### src/rtl/ff_pipe_bank.sv
// ff_pipe_bank: multi-lane register pipeline with a shared valid/ready handshake.
// Each stage holds a valid bit and a full multi-lane data word. Bubbles collapse.
// A stage accepts a beat when it is empty or when the stage after it is accepting.
// A synchronous clear and an asynchronous reset both empty every stage.
// Both also load RESET_VAL into every lane.
module ff_pipe_bank #(
    parameter int N_LANE = 4,
    parameter int WIDTH = 8,
    parameter int DEPTH = 3,
    parameter logic [WIDTH-1:0] RESET_VAL = '0,
    localparam int DW = N_LANE * WIDTH,
    localparam int CW = $clog2(DEPTH + 1)
) (
    input  logic              i_clk,
    input  logic              i_arst_n,
    input  logic              i_srst,
    input  logic              i_valid,
    output logic              o_ready,
    input  logic [DW-1:0]     i_data,
    input  logic [N_LANE-1:0] i_lane_en,
    output logic              o_valid,
    input  logic              i_ready,
    output logic [DW-1:0]     o_data,
    output logic [CW-1:0]     o_count
);

    localparam logic [DW-1:0] RST_WORD = {N_LANE{RESET_VAL}};

    logic [DEPTH-1:0] v_q;
    logic [DEPTH-1:0] v_d;
    logic [DW-1:0]    d_q [DEPTH];
    logic [DW-1:0]    d_d [DEPTH];
    logic [CW-1:0]    count_q;
    logic [CW-1:0]    count_d;
    logic [DEPTH-1:0] rdy;

    // Lanes whose enable is low are replaced by RESET_VAL.
    function automatic logic [DW-1:0] mask_lanes(input logic [DW-1:0] data,
                                                 input logic [N_LANE-1:0] en);
        logic [DW-1:0] r;
        r = '0;
        for (int k = 0; k < N_LANE; k++) begin
            r[k*WIDTH +: WIDTH] = en[k] ? data[k*WIDTH +: WIDTH] : RESET_VAL;
        end
        return r;
    endfunction

    // Number of set valid bits. The result fits in CW bits by construction.
    function automatic logic [CW-1:0] popcount(input logic [DEPTH-1:0] v);
        logic [CW-1:0] c;
        c = '0;
        for (int i = 0; i < DEPTH; i++) begin
            c = c + CW'(v[i]);
        end
        return c;
    endfunction

    // Stage s can accept when i_ready is high or any stage from s to the output is empty.
    // This is the closed form of the ripple ~v[s] | rdy[s+1]. It has no self-referencing chain.
    always_comb begin
        logic full_tail;
        full_tail = 1'b1;
        rdy       = '0;
        for (int s = DEPTH - 1; s >= 0; s--) begin
            full_tail = full_tail & v_q[s];
            rdy[s]    = i_ready | ~full_tail;
        end
    end

    // Next-state logic. The clear wins over every transfer.
    // A stalled stage keeps its own contents.
    always_comb begin
        v_d = v_q;
        d_d = d_q;
        if (i_srst) begin
            v_d = '0;
            for (int s = 0; s < DEPTH; s++) begin
                d_d[s] = RST_WORD;
            end
        end else begin
            if (rdy[0]) begin
                v_d[0] = i_valid;
                if (i_valid) begin
                    d_d[0] = mask_lanes(i_data, i_lane_en);
                end
            end
            for (int s = 1; s < DEPTH; s++) begin
                if (rdy[s]) begin
                    v_d[s] = v_q[s-1];
                    if (v_q[s-1]) begin
                        d_d[s] = d_q[s-1];
                    end
                end
            end
        end
        count_d = popcount(v_d);
    end

    // Stage registers and occupancy count. The async reset empties the pipe immediately.
    always_ff @(posedge i_clk or negedge i_arst_n) begin
        if (!i_arst_n) begin
            v_q     <= '0;
            count_q <= '0;
            for (int s = 0; s < DEPTH; s++) begin
                d_q[s] <= RST_WORD;
            end
        end else begin
            v_q     <= v_d;
            d_q     <= d_d;
            count_q <= count_d;
        end
    end

    assign o_ready = rdy[0] & ~i_srst & i_arst_n;
    assign o_valid = v_q[DEPTH-1];
    assign o_data  = d_q[DEPTH-1];
    assign o_count = count_q;

endmodule

### config.mk
export PLATFORM = sky130hd
export DESIGN_NAME = ff_pipe_bank
export DESIGN_NICKNAME = d
export VERILOG_FILES = /design/src/rtl/ff_pipe_bank.sv
export SDC_FILE = /design/constraint.sdc
export NUM_CORES = 1
export LEC_CHECK = 0
export CAP_MARGIN = 20
export CORE_MARGIN = 2
export CORE_UTILIZATION = 58
export CTS_CLUSTER_SIZE = 12
export DETAILED_ROUTE_END_ITERATION = 10
export HOLD_SLACK_MARGIN = 0.12
export PLACE_DENSITY = 0.94
export SETUP_SLACK_MARGIN = 0.15
export SLEW_MARGIN = 30
export SYNTH_ARGS = -nofsm -noshare
export SYNTH_HDL_FRONTEND = slang
export SYNTH_SLANG_ARGS = --single-unit
### constraint.sdc
create_clock -name i_clk -period 3.2 [get_ports i_clk]
set_clock_uncertainty 0.05 [all_clocks]
set_input_delay 0.32 -clock i_clk [delete_from_list [all_inputs] [get_ports i_clk]]
set_output_delay 0.32 -clock i_clk [all_outputs]
set_load 0.05 [all_outputs]
Word level (Yosys, flattened, before mapping) --
Cells that the tools add are included.
Operators by class: $add $sub $neg 2, muxes and demuxes 15, bitwise logic cells 11, reduce and logical (&&, ||, !) cells 9
Operators with widths (count):
- $mux W32 | 6
- $mux W96 | 1
- $mux W8 | 4
- $reduce_bool A2 Y1 | 6
- $reduce_and A2 Y1 | 3
- $and A1 B1 Y1 | 4
- $not A1 Y1 | 4
- $mux W1 | 3
- $mux W3 | 1
- $or A1 B1 Y1 | 3
- $add A1 B1 Y2 | 1
- $add A2 B1 Y2 | 1
Storage, ports and cells: register bits after elaboration 101, bits of input ports 41, output and inout bits 36, logic and storage cells 42

Logic depth before layout (Yosys ltp) --
depth after elaboration 8, gate-level depth with buffers 6, gate-level depth less buffers 4

Worst setup path after synthesis --
OpenSTA, ideal clock, no wires.
path type flip-flop to output port, from register v_q[2], to output port o_ready, arrival 2330 ps, data required time 2830 ps, slack 500 ps, cell stages (with the launch flop) 5, buffers on the path 2, cell sequence dfrtp_1 -> nor2b_1 -> buf_6 -> buf_2 -> a311oi_1
On the way: longest elaborated chain between the ends 6
Ends and longest elaborated chain:
- start: declaration | line 29 | logic [DEPTH-1:0] v_q;
- start signal: assignment | line 108 | v_q <= v_d;
- $and A1 B1 Y1 (2 in series) | line 65 | full_tail = full_tail & v_q[s];
- $not A1 Y1 | line 66 | rdy[s] = i_ready | ~full_tail;
- $or A1 B1 Y1 | line 66
- $and A1 B1 Y1 (2 in series) | line 114 | assign o_ready = rdy[0] & ~i_srst & i_arst_n;
- end: declaration | line 18 | output logic o_ready,
No other way between the ends.

Worst setup path after layout --
from input port i_arst_n, to output port o_ready
On the way: longest elaborated chain between the ends 1
Ends and longest elaborated chain:
- start: declaration | line 15 | input logic i_arst_n,
- $and A1 B1 Y1 | line 114
No other way between the ends.

==> results.toml <==
[critical_path]
slowest_stage = "clkdlybuf4s50_1"
max_stage_delay_ps = 860
startpoint_type = "input pin"
crit_family = "buffers and inverters"
reg2reg_slack_ps = 1240
end_kind = "output port"
path_class = "input pin to output port"
timing.rr.end = "o_count[0]$_DFF_PN0_"
worstPathMaxFanout = 2
crit_chain = "dlygate4sd3_1 > buf_4 > inv_1 > a311oi_1 > clkdlybuf4s50_1"
reg2reg_from = "v_q[2]$_DFF_PN0_"
cp.required_ps = 2830
critical_path_arrival_ps = 2070
worst-path-buf-inv = 4
r2r_cells = 5

[placed_design]
placed_cells = 563
hpwl_mm = 6.31
place_ws_ps = 847
place.gp.congestion = 0.781
port_buffers = 76

[timing]
relSlewSlack_pct = 41.2
period_needed_ps = 2440
setup_violations = 0
timing.final.ws_setup_ps = 757
final-hold-violation-count = 0
fmax_mhz = 409
worstMarginPinSlew_ps = 881
rsz0062_at_grt = "no"
hold_ws_ps = 327
fin_setup_tns_ps = 0
maxSlewViolCount = 0
period_share_pct = 76.3

[clock_network]
cts_hold_buf = 1
root_buffer = "clkbuf_8"
clk_latency_ps = 360
cts.sinks = 101
cts_htree_levels = 3
cts_made_buffers = 9
clk_pin_slew_ps = 100
max-clock-path-buffers = 2
post_cts_buffers = 0
cts.repair.resized = 0
cts_tree = "built"

[finish]
mostFrequentLayoutCells = "101 x dfrtp_1, 74 x clkdlybuf4s50_1, 65 x nand2b_1"
register_area_um2 = 2530
drive_gt1_share_pct = 6.32
multi_input_area_um2 = 1870
areaGrowthSynthToFinish_pct = 15.6
layout_commonest_cell = "dfrtp_1"
diodes = 0
fill_cells = 554
stdcell_count = 580
nets = 512

[yosys]
synth_fp_nets = 485
synth.distinct_cells = 21
yosys_warnings = 0
ys_seq_area_share_pct = 52.3
synth_area_leaders = "dfrtp_1 52%, mux2i_1 13%, nand2b_1 8.4%, buf_4 5.1%, nand3b_1 4.5%"
ys_seq_elements = 101
synth_top_area_share_pct = 52.3
synth_area_um2 = 4840
yosys.area.top_type = "dfrtp_1"
synth_area_per_cell_um2 = 10.9
synthCells = 443

[floorplanning]
ios = 77
fp.dieW_um = 95.3
fp-row-count = 33
dieArea_um2 = 9080
chipHeight_um = 95.3
start_util_pct = 59.5
core_region_area_um2 = 8130

[drt]
totalWireLength_mm = 9.83
drt_first_iter_violations = 238
first_pass_iters = 4
viasPerCell = 5.60
wl_per_cell_um = 16.9
ant_nets = 0
vias = 3246
route.detailed.drc = 0

[hold_path]
min_to = "o_data[3]$_DFFE_PN0P_"
hp-start = "i_srst"
hold_class = "input pin to flip-flop"
hold_path_depth = 2

[grt]
grt_usage_pct = 23.0
gr-usage-met1_pct = 28.0
grt_pass1_vias = 3231
grt_pass1_wl_mm = 15.8
grt_antenna_before_repair = 0
use_met3_pct = 4.98
top_usage_layer = "met2"
grt_use_met2_pct = 40.4
grt_max_degree = 109
overflow = 0

[power_and_ir_drop]
leakage_nw = 2.39
power_per_cell_area_nw_per_um2 = 433
ir_drop_mv = 0.268
power_w = 0.00242

[outcome]
status = "completed"

[flow_run]
drv_cap = 0
[power by group]
group	leakage, nW	total (W)	internal [W]	switching (W)
Sequential	1.39	0.00131	0.00130	0.0000116
Combinational	0.888	0.000243	0.000109	0.000134
Clock	0.109	0.000863	0.000429	0.000434
[synthesized netlist by cell type]
cell and n:
a21boi_2 1, a21oi_1 35, a311oi_1 1, a31oi_4 1, buf_1 3, buf_2 5, buf_4 33, buf_6 6
clkbuf_1 23, dfrtp_1 101, fa_1 1, inv_1 3, mux2i_1 64, nand2_1 3, nand2b_1 65, nand3_1 33
nand3b_1 29, nor2_1 1, nor2b_1 2, o21ai_0 32, o21ai_1 1
[worst register-to-register path: stages, from the launching register on]
cell and delay [ps]:
dfrtp_1 370, nor2b_2 160, buf_4 350, nand3_1 140, a21oi_1 310, fa_1 460
[state kept, by name, summed over array words and instances (netlist names)]
| register | cells |
|---|---|
| d_q | 64 |
| o_data | 32 |
| v_q | 3 |
| o_count | 2 |
[cell type report]
cell class              count  area share (%)
clock buffers              12            2.95
clock inverters             4           0.985
inverters                   3           0.201
multi-input cells         269            33.4
flip-flops and latches    101            45.2
well taps                 105            2.35
repair buffers             86            14.9
[routing by layer]
| metal | part of all wire, % | up-vias |
|---|---|---|
| li1 | - | 1532 |
| met1 | 40 | 1623 |
| met2 | 55 | 78 |
| met3 | 4.0 | 13 |
| met4 | 1.3 | 0 |
| met5 | 0 | - |
[how the worst max path moves through the flow]
stage	start	to	slack, ps	cells past startpoint
detailed placement	i_ready	o_ready	850	4
floorplan	v_q[2]$_DFF_PN0_	o_ready	500	4
global placement	i_ready	o_ready	860	4
CTS	i_arst_n	o_ready	750	5
finish	i_arst_n	o_ready	760	5
global route	i_arst_n	o_ready	690	5
[metrics by stage]
stage / instance area [µm²] / utilization, %
2_1_floorplan: 4840 / -
6_report: 5590 / 68.7
4_1_cts: 5590 / 68.7
3_5_place_dp: 5360 / 65.9
3_3_place_gp: 5360 / 65.9
5_1_grt: 5590 / 68.7
[logic make-up after synthesis]
kind of cell	count (synthesis)	synth area share [%]
fa+ha+maj	1	0.414
mux	64	13.2
flops	101	52.3
simple gates	133	16.9
buf+inv	73	9.29
compound gates	71	7.89
Note: power is estimated with default switching activity, not from simulation.
